### src/rtl/wb_arb_pkg.sv
// Shared types for the Wishbone master arbiter: FSM states, default watchdog limit, index width helper.
// No logic; latency and backpressure are defined by the modules that import it.
package wb_arb_pkg;

  typedef enum logic [1:0] {
    ST_IDLE  = 2'd0,
    ST_GRANT = 2'd1,
    ST_ABORT = 2'd2
  } arb_state_e;

  localparam int TIMEOUT_DEFAULT = 255;

  function automatic int idx_w(input int n);
    return (n > 1) ? $clog2(n) : 1;
  endfunction

endpackage

### src/rtl/wb_arb_rr_pick.sv
// Round-robin picker: first requester scanning upward from last+1 (mod NM), one-hot and index out.
// Purely combinational, zero latency; no backpressure, it only observes the request vector.
module wb_arb_rr_pick #(
  parameter int NM = 4,
  parameter int IW = 2
) (
  input  logic [NM-1:0] req_i,
  input  logic [IW-1:0] last_i,
  output logic [NM-1:0] gnt_o,
  output logic [IW-1:0] idx_o
);

  logic [IW-1:0] cand;
  logic          found;

  always_comb begin
    gnt_o = '0;
    idx_o = '0;
    cand  = '0;
    found = 1'b0;
    // k = NM wraps back to last itself, so a lone requester equal to last still wins
    for (int k = 1; k <= NM; k++) begin
      cand = IW'((int'(last_i) + k) % NM);
      if (!found && req_i[cand]) begin
        found       = 1'b1;
        gnt_o[cand] = 1'b1;
        idx_o       = cand;
      end
    end
  end

endmodule

### src/rtl/wb_master_arbiter.sv
// Round-robin arbiter of NM Wishbone masters onto one master port; grant 1 cycle after request, held for the whole cyc.
// Ack/err/data paths are combinational; losers simply wait with cyc high. Watchdog abort enabled by WB_ARB_TIMEOUT_EN.
module wb_master_arbiter
  import wb_arb_pkg::*;
#(
  parameter int AW      = 32,
  parameter int DW      = 32,
  parameter int NM      = 4,
  parameter int TIMEOUT = TIMEOUT_DEFAULT
) (
  input  logic               wb_clk_i,
  input  logic               wb_rst_i,
  input  logic [NM-1:0]      wbm_cyc_i,
  input  logic [NM-1:0]      wbm_stb_i,
  input  logic [NM-1:0]      wbm_we_i,
  input  logic [NM*DW/8-1:0] wbm_sel_i,
  input  logic [NM*AW-1:0]   wbm_adr_i,
  input  logic [NM*DW-1:0]   wbm_dat_i,
  output logic [DW-1:0]      wbm_dat_o,
  output logic [NM-1:0]      wbm_ack_o,
  output logic [NM-1:0]      wbm_err_o,
  output logic               wbs_cyc_o,
  output logic               wbs_stb_o,
  output logic               wbs_we_o,
  output logic [DW/8-1:0]    wbs_sel_o,
  output logic [AW-1:0]      wbs_adr_o,
  output logic [DW-1:0]      wbs_dat_o,
  input  logic [DW-1:0]      wbs_dat_i,
  input  logic               wbs_ack_i,
  output logic [NM-1:0]      grant_o
);

  localparam int SEL = DW / 8;
  localparam int IW  = idx_w(NM);

  arb_state_e    state_q, state_d;
  logic [NM-1:0] grant_q, grant_d;
  logic [IW-1:0] gidx_q, gidx_d;
  logic [IW-1:0] last_q, last_d;

  logic [NM-1:0] pick_gnt;
  logic [IW-1:0] pick_idx;
  logic          own_cyc;
  logic          own_stb;
  logic          slv_en;
  logic          abort;

  wb_arb_rr_pick #(
    .NM (NM),
    .IW (IW)
  ) u_pick (
    .req_i  (wbm_cyc_i),
    .last_i (last_q),
    .gnt_o  (pick_gnt),
    .idx_o  (pick_idx)
  );

  assign own_cyc = wbm_cyc_i[gidx_q];
  assign own_stb = wbm_stb_i[gidx_q];

`ifdef WB_ARB_TIMEOUT_EN
  localparam int TW_RAW = $clog2(TIMEOUT + 1);
  localparam int TW     = (TW_RAW < 8) ? 8 : ((TW_RAW > 16) ? 16 : TW_RAW);

  logic [TW-1:0] wd_q, wd_d;

  assign abort = (state_q == ST_GRANT) && (wd_q == TW'(TIMEOUT));

  // Cleared outside GRANT so every new grant starts from zero
  always_comb begin
    wd_d = wd_q;
    if (state_q != ST_GRANT || wbs_ack_i) begin
      wd_d = '0;
    end else if (own_stb && !abort) begin
      wd_d = wd_q + 1'b1;
    end
  end

  always_ff @(posedge wb_clk_i) begin
    if (!wb_rst_i) begin
      wd_q <= '0;
    end else begin
      wd_q <= wd_d;
    end
  end

  assign wbm_err_o = abort ? grant_q : '0;
`else
  assign abort     = 1'b0;
  assign wbm_err_o = '0;
`endif

  always_comb begin
    state_d = state_q;
    grant_d = grant_q;
    gidx_d  = gidx_q;
    last_d  = last_q;
    case (state_q)
      ST_IDLE: begin
        if (|wbm_cyc_i) begin
          state_d = ST_GRANT;
          grant_d = pick_gnt;
          gidx_d  = pick_idx;
        end
      end
      ST_GRANT: begin
        if (!own_cyc) begin
          state_d = ST_IDLE;
          grant_d = '0;
          last_d  = gidx_q;
        end else if (abort) begin
          state_d = ST_ABORT;
        end
      end
`ifdef WB_ARB_TIMEOUT_EN
      ST_ABORT: begin
        if (!own_cyc) begin
          state_d = ST_IDLE;
          grant_d = '0;
          last_d  = gidx_q;
        end
      end
`endif
      default: begin
        state_d = ST_IDLE;
        grant_d = '0;
      end
    endcase
  end

  always_ff @(posedge wb_clk_i) begin
    if (!wb_rst_i) begin
      state_q <= ST_IDLE;
      grant_q <= '0;
      gidx_q  <= '0;
      last_q  <= IW'(NM - 1);
    end else begin
      state_q <= state_d;
      grant_q <= grant_d;
      gidx_q  <= gidx_d;
      last_q  <= last_d;
    end
  end

  // Slave side is driven only while a live grant exists; zero in IDLE, ABORT and reset
  assign slv_en    = (state_q == ST_GRANT) && !abort;
  assign wbs_cyc_o = slv_en & own_cyc;
  assign wbs_stb_o = slv_en & own_stb;
  assign wbs_we_o  = slv_en & wbm_we_i[gidx_q];
  assign wbs_sel_o = slv_en ? wbm_sel_i[gidx_q*SEL +: SEL] : '0;
  assign wbs_adr_o = slv_en ? wbm_adr_i[gidx_q*AW +: AW]   : '0;
  assign wbs_dat_o = slv_en ? wbm_dat_i[gidx_q*DW +: DW]   : '0;

  assign wbm_ack_o = (slv_en && wbs_ack_i) ? grant_q : '0;
  assign wbm_dat_o = wbs_dat_i;
  assign grant_o   = grant_q;

endmodule

### config.mk
export PLATFORM = sky130hd
export DESIGN_NAME = wb_master_arbiter
export DESIGN_NICKNAME = d
export VERILOG_FILES = /design/src/rtl/wb_arb_pkg.sv /design/src/rtl/wb_arb_rr_pick.sv /design/src/rtl/wb_master_arbiter.sv
export SDC_FILE = /design/constraint.sdc
export NUM_CORES = 1
export LEC_CHECK = 0
export CORE_AREA = 2 2 167 169
export CTS_CLUSTER_SIZE = 14
export DETAILED_ROUTE_END_ITERATION = 16
export DIE_AREA = 0 0 169 171
export GPL_TIMING_DRIVEN = 0
export PLACE_DENSITY = 0.54
export SLEW_MARGIN = 30
export SYNTH_ARGS = -nofsm -noshare
export SYNTH_HDL_FRONTEND = slang
export SYNTH_SLANG_ARGS = --single-unit
### constraint.sdc
create_clock -name wb_clk_i -period 7.3 [get_ports wb_clk_i]
set_input_delay 1.46 -clock wb_clk_i [delete_from_list [all_inputs] [get_ports wb_clk_i]]
set_output_delay 1.46 -clock wb_clk_i [all_outputs]
set_load 0.01 [all_outputs]
# [Word level (Yosys, flattened, before mapping)]
# Cells that the tools add are included.
[classes] mux=43 shifts=3 bitwise=7 add_sub_neg=4 eq_ne=3 reduce_logical=16 n_lt_le_gt_ge=9
[op_table] op="128-bit by 8-bit indexed part select with 32-bit output" n=2
[op_table] op="32-bit 2-to-1 mux" n=2
[op_table] op="4-bit 2-to-1 mux" n=8
[op_table] op="16-bit by 5-bit indexed part select with 4-bit output" n=1
[op_table] op="2-bit by 3-bit less-than comparator with 1-bit output (second input constant)" n=5
[op_table] op="1-bit binary-select mux with 2-bit select" n=7
[op_table] op="1-bit 2-to-1 mux" n=14
[op_table] op="2-bit 2-to-1 mux" n=6
[op_table] op="4-bit OR" n=3
[op_table] op="1-bit demux with 2-bit select" n=4
[op_table] op="2-bit by 1-bit greater-or-equal comparator with 1-bit output (second input constant)" n=4
[op_table] op="1-bit logical AND" n=8
[op_table] op="4-bit case mux with 2 select lines" n=1
[op_table] op="2-bit AND reduction" n=3
[op_table] op="2-bit by 1-bit adder with 2-bit output (second input constant)" n=2
[op_table] op="2-bit adder (second input constant)" n=2
[op_table] op="2-bit inequality test (second input constant)" n=2
[op_table] op="2-bit case mux with 2 select lines" n=1
[op_table] op="4-bit OR reduction" n=1
[op_table] op="1-bit bitwise AND" n=3
[op_table] op="1-bit logical NOT" n=3
[op_table] op="2-bit by 1-bit equality test with 1-bit output (second input constant)" n=1
[op_table] op="2-bit logical NOT" n=1
[op_table] op="1-bit NOT" n=1
[word_totals] wordCells=89 regBits=10 out_inout_bits=115

# [Longest topological paths before layout]
[logic_depth] depth_word=15 ltp_mapped=7 depth_no_buf=6

# [Modules after synthesis]
# Synthesis repeated with hierarchy kept, for this count alone.
[unflattened] cells_unflattened=313 hier_area_um2=3387.0
[modules_own_cells] module="wb_master_arbiter" cells_each=254 n_inst=1 area_each_um2=2896.5
[modules_own_cells] module="wb_arb_rr_pick" cells_each=59 n_inst=1 area_each_um2=490.5

# [Least setup slack after synthesis]
# OpenSTA, ideal clock, no wires.
[synth_path] path_type="input-to-output" start="in wbm_cyc_i[1]" end="out wbs_cyc_o" t_arrival_ns=2.256 n_path_buf=1 setup_slack_ns=3.584 path_stages=3 cell_sequence="buf_2 mux4_2 and2_1"
[synth_between] elab_chain_cells=3
[synth_rtl] element="start: declaration" line_no="wb_master_arbiter.sv:13" text="input logic [NM-1:0] wbm_cyc_i,"
[synth_rtl] element="1-bit binary-select mux with 2-bit select" line_no="wb_master_arbiter.sv:58" text="assign own_cyc = wbm_cyc_i[gidx_q];"
[synth_rtl] element="1-bit 2-to-1 mux (not written as such)" line_no="wb_master_arbiter.sv:58"
[synth_rtl] element="1-bit bitwise AND" line_no="wb_master_arbiter.sv:147" text="assign wbs_cyc_o = slv_en & own_cyc;"
[synth_rtl] element="end: declaration" line_no="wb_master_arbiter.sv:22" text="output logic wbs_cyc_o,"
# No other way between the ends. The select of a mux whose other input is x is not followed.

# [Worst setup path in the final report]
[layout_path] start="in wbm_cyc_i[0]" end="out wbs_cyc_o"
# Same word-level chain as after synthesis.

==> flow_summary.json <==
{
  "cpMostUsedCell": "clkdlybuf4s50_1",
  "gp_congestion": 0.833,
  "setup_tns_ns": 0,
  "synth-seq-cells": 9,
  "finalMaxSlewViolations": 0,
  "p_leak_nw": 2.77,
  "grt_pass1_vias": 4167,
  "cts.repair.resized": 0,
  "ys_types": 35,
  "dieArea_mm2": 0.0289,
  "core_area_mm2": 0.0273,
  "ys_warn_count": 0,
  "path_class": "input port to output port",
  "ys_seq_area_share_pct": 5.50,
  "drt_wl_total_um": 20900,
  "detail_route.iter0.violations": 105,
  "route.detailed.drc": 0,
  "ios": 434,
  "clkSlewWorstSetupHoldPaths_ns": 0.04,
  "path_delay_family": "buffers and inverters",
  "rsz0062_at_grt": "no",
  "grt_overflow_total": 0,
  "peakVddDrop_uv": 57.3,
  "cts_buffers": 3,
  "die_x_um": 169,
  "worstPathCellList": "clkdlybuf4s50_1, mux4_2, and2_1, clkdlybuf4s50_1",
  "cts.sinks": 9,
  "worstHoldPathType": "register to register",
  "drt_pass1_iterations": 4,
  "layout_common_cells": "clkdlybuf4s50_1 (396), mux4_2 (71), and2_1 (71)",
  "dp_hpwl_um": 18100,
  "vias_per_cell": 3.91,
  "end_kind": "output port",
  "maxSlewHeadroom_pct": 42.0,
  "nFillCells": 2884,
  "crit_fanout": 9,
  "worstMarginPinSlew_ns": 0.870,
  "std_cell_rows": 61,
  "syn_to_final_growth_pct": 137,
  "drive_gt1_share_pct": 18.0,
  "finalNonFillerCells": 1046,
  "grt_pass1_wl_um": 28100,
  "min_period_over_period_pct": 64.9,
  "grt_use_total_pct": 13.1,
  "grt_antenna_before_repair": 1,
  "final_nets": 1027,
  "synth_area_mm2": 0.00327,
  "final_common_cell": "clkdlybuf4s50_1",
  "cts_tree": "built",
  "clkLatencyLatePin_ns": 0.24,
  "htree_num_levels": 1,
  "grt_max_degree": 11,
  "max_stage_delay_ns": 0.60,
  "syn_inst": 296,
  "arrival_ns": 3.28,
  "setup_viol": 0,
  "period_needed_ns": 4.74,
  "cts_hold_buf": 0,
  "power_density_mw_per_mm2": 108,
  "die_h_um": 171,
  "syn_avg_cell_area_um2": 11.1,
  "hold_viol_final": 0,
  "crit_required_ns": 5.84,
  "cts_buffer_depth": 2,
  "dpl.cell_count": 1041,
  "ant_nets": 0,
  "port_buffers": 396,
  "start_kind": "input port",
  "fmax_mhz": 211,
  "crit_path_top_delay_cell": "clkdlybuf4s50_1",
  "finalClockSkew_ns": 0.00242,
  "routedWlPerCell_um": 19.9,
  "path_buf_inv": 2,
  "post-cts-setup-buffers": 0,
  "vias": 4094,
  "cts-root-buf": "clkbuf_16",
  "max_cap_viol_count": 0,
  "outcome": "finished clean",
  "start_util_pct": 12.0
}
[worst reg2reg max path: stages, from the launching register on]
cell and delay (ns):
dfxtp_1 0.56, clkbuf_1 0.41, inv_1 0.20, ha_1 0.42
mux4_1 0.43, nor3b_2 0.37, a21oi_1 0.12, a311oi_1 0.26
[through the flow]
step                      utilization [%]  cell area (um^2)  total power, mW  hold slack (ns)  setup slack, ns
after detailed placement             28.1              7680            0.752            0.542             2.55
final                                28.4              7760            0.841            0.548             2.56
after global routing                 28.4              7760            0.895            0.605             2.48
after CTS                            28.4              7760            0.856            0.549             2.54
after global placement               28.1              7680            0.753            0.553             2.54
after floorplan                         -              3290            0.389            0.550             3.58
[logic make-up after synthesis]
kind of cell	after synthesis	share of synthesized area, %
and+or+nand+nor	96	18.2
muxes	78	52.5
buffers and inverters	70	12.7
AOI/OAI and AO/OA	34	7.91
DFF	9	5.50
adders and majority gates	8	3.06
other	1	0.115
[layout make-up]
type / count / area [um^2] / area share [%]
Multi-Input combinational cell: 220 / 2690 / 34.6
Buffer: 65 / 398 / 5.12
Clock buffer: 4 / 78.8 / 1.02
Inverter: 5 / 18.8 / 0.242
Sequential cell: 9 / 180 / 2.32
Timing Repair Buffer: 396 / 3960 / 51.1
Tap cell: 346 / 433 / 5.58
Antenna cell: 1 / 2.50 / 0.0322
[flip-flops by register name, indices dropped and copies added, names as in the netlist]
| name | flops |
|---|---|
| last_q | 2 |
| grant_o | 4 |
| state_q | 1 |
| gidx_q | 2 |
[where the power goes]
part	leakage [nW]	total, mW	switching [mW]	internal (mW)
combinational	2.66	0.678	0.253	0.425
sequential	0.0746	0.0659	0.00904	0.0568
clock	0.0382	0.0973	0.0243	0.0730
total	2.77	0.841	0.286	0.555
[final timing paths]
path / from / to / slack, ns / cells after the start
worst min register to register: grant_o[2] / grant_o[2] / 0.55 / 2
worst min-delay path: grant_o[2] / grant_o[2] / 0.55 / 2
worst max register to register: last_q[0] / grant_o[1] / 4.42 / 7
worst max-delay path: wbm_cyc_i[0] / wbs_cyc_o / 2.56 / 4
[layer usage]
metal | global-route usage [%] | wire [um] | share of wire, % | vias up
li1 | - | - | - | 1922
met1 | 16.0 | 8440 | 40 | 2000
met2 | 24.1 | 10700 | 51 | 168
met3 | 3.54 | 1660 | 8.0 | 4
met4 | 0.446 | 18 | 0.086 | 0
met5 | 0 | 0 | 0 | -
[synth_stat cells, drive strengths merged]
cell type,instances,area [um^2]
mux4,74,1680
and2,71,444
buf,46,327
clkbuf,19,71.3
o21ai,10,50.1
a21oi,9,45.0
dfxtp,9,180
ha,8,100
a21o,5,38.8
inv,5,18.8
nand2,5,18.8
a311oi,4,35.0
and3,4,25.0
mux2i,3,30.0
nor2,3,11.3
nor4,3,18.8
a2111oi,2,55.1
nand3b,2,15.0
or3b,2,17.5
a211oi,1,7.51
a32o,1,10.0
and2b,1,7.51
conb,1,3.75
mux2,1,11.3
nand2b,1,6.26
nor3,1,5.00
nor3b,1,12.5
o221ai,1,8.76
o2bb2ai,1,8.76
or2,1,6.26
or2b,1,7.51
Power figures use the tool's default switching activity.
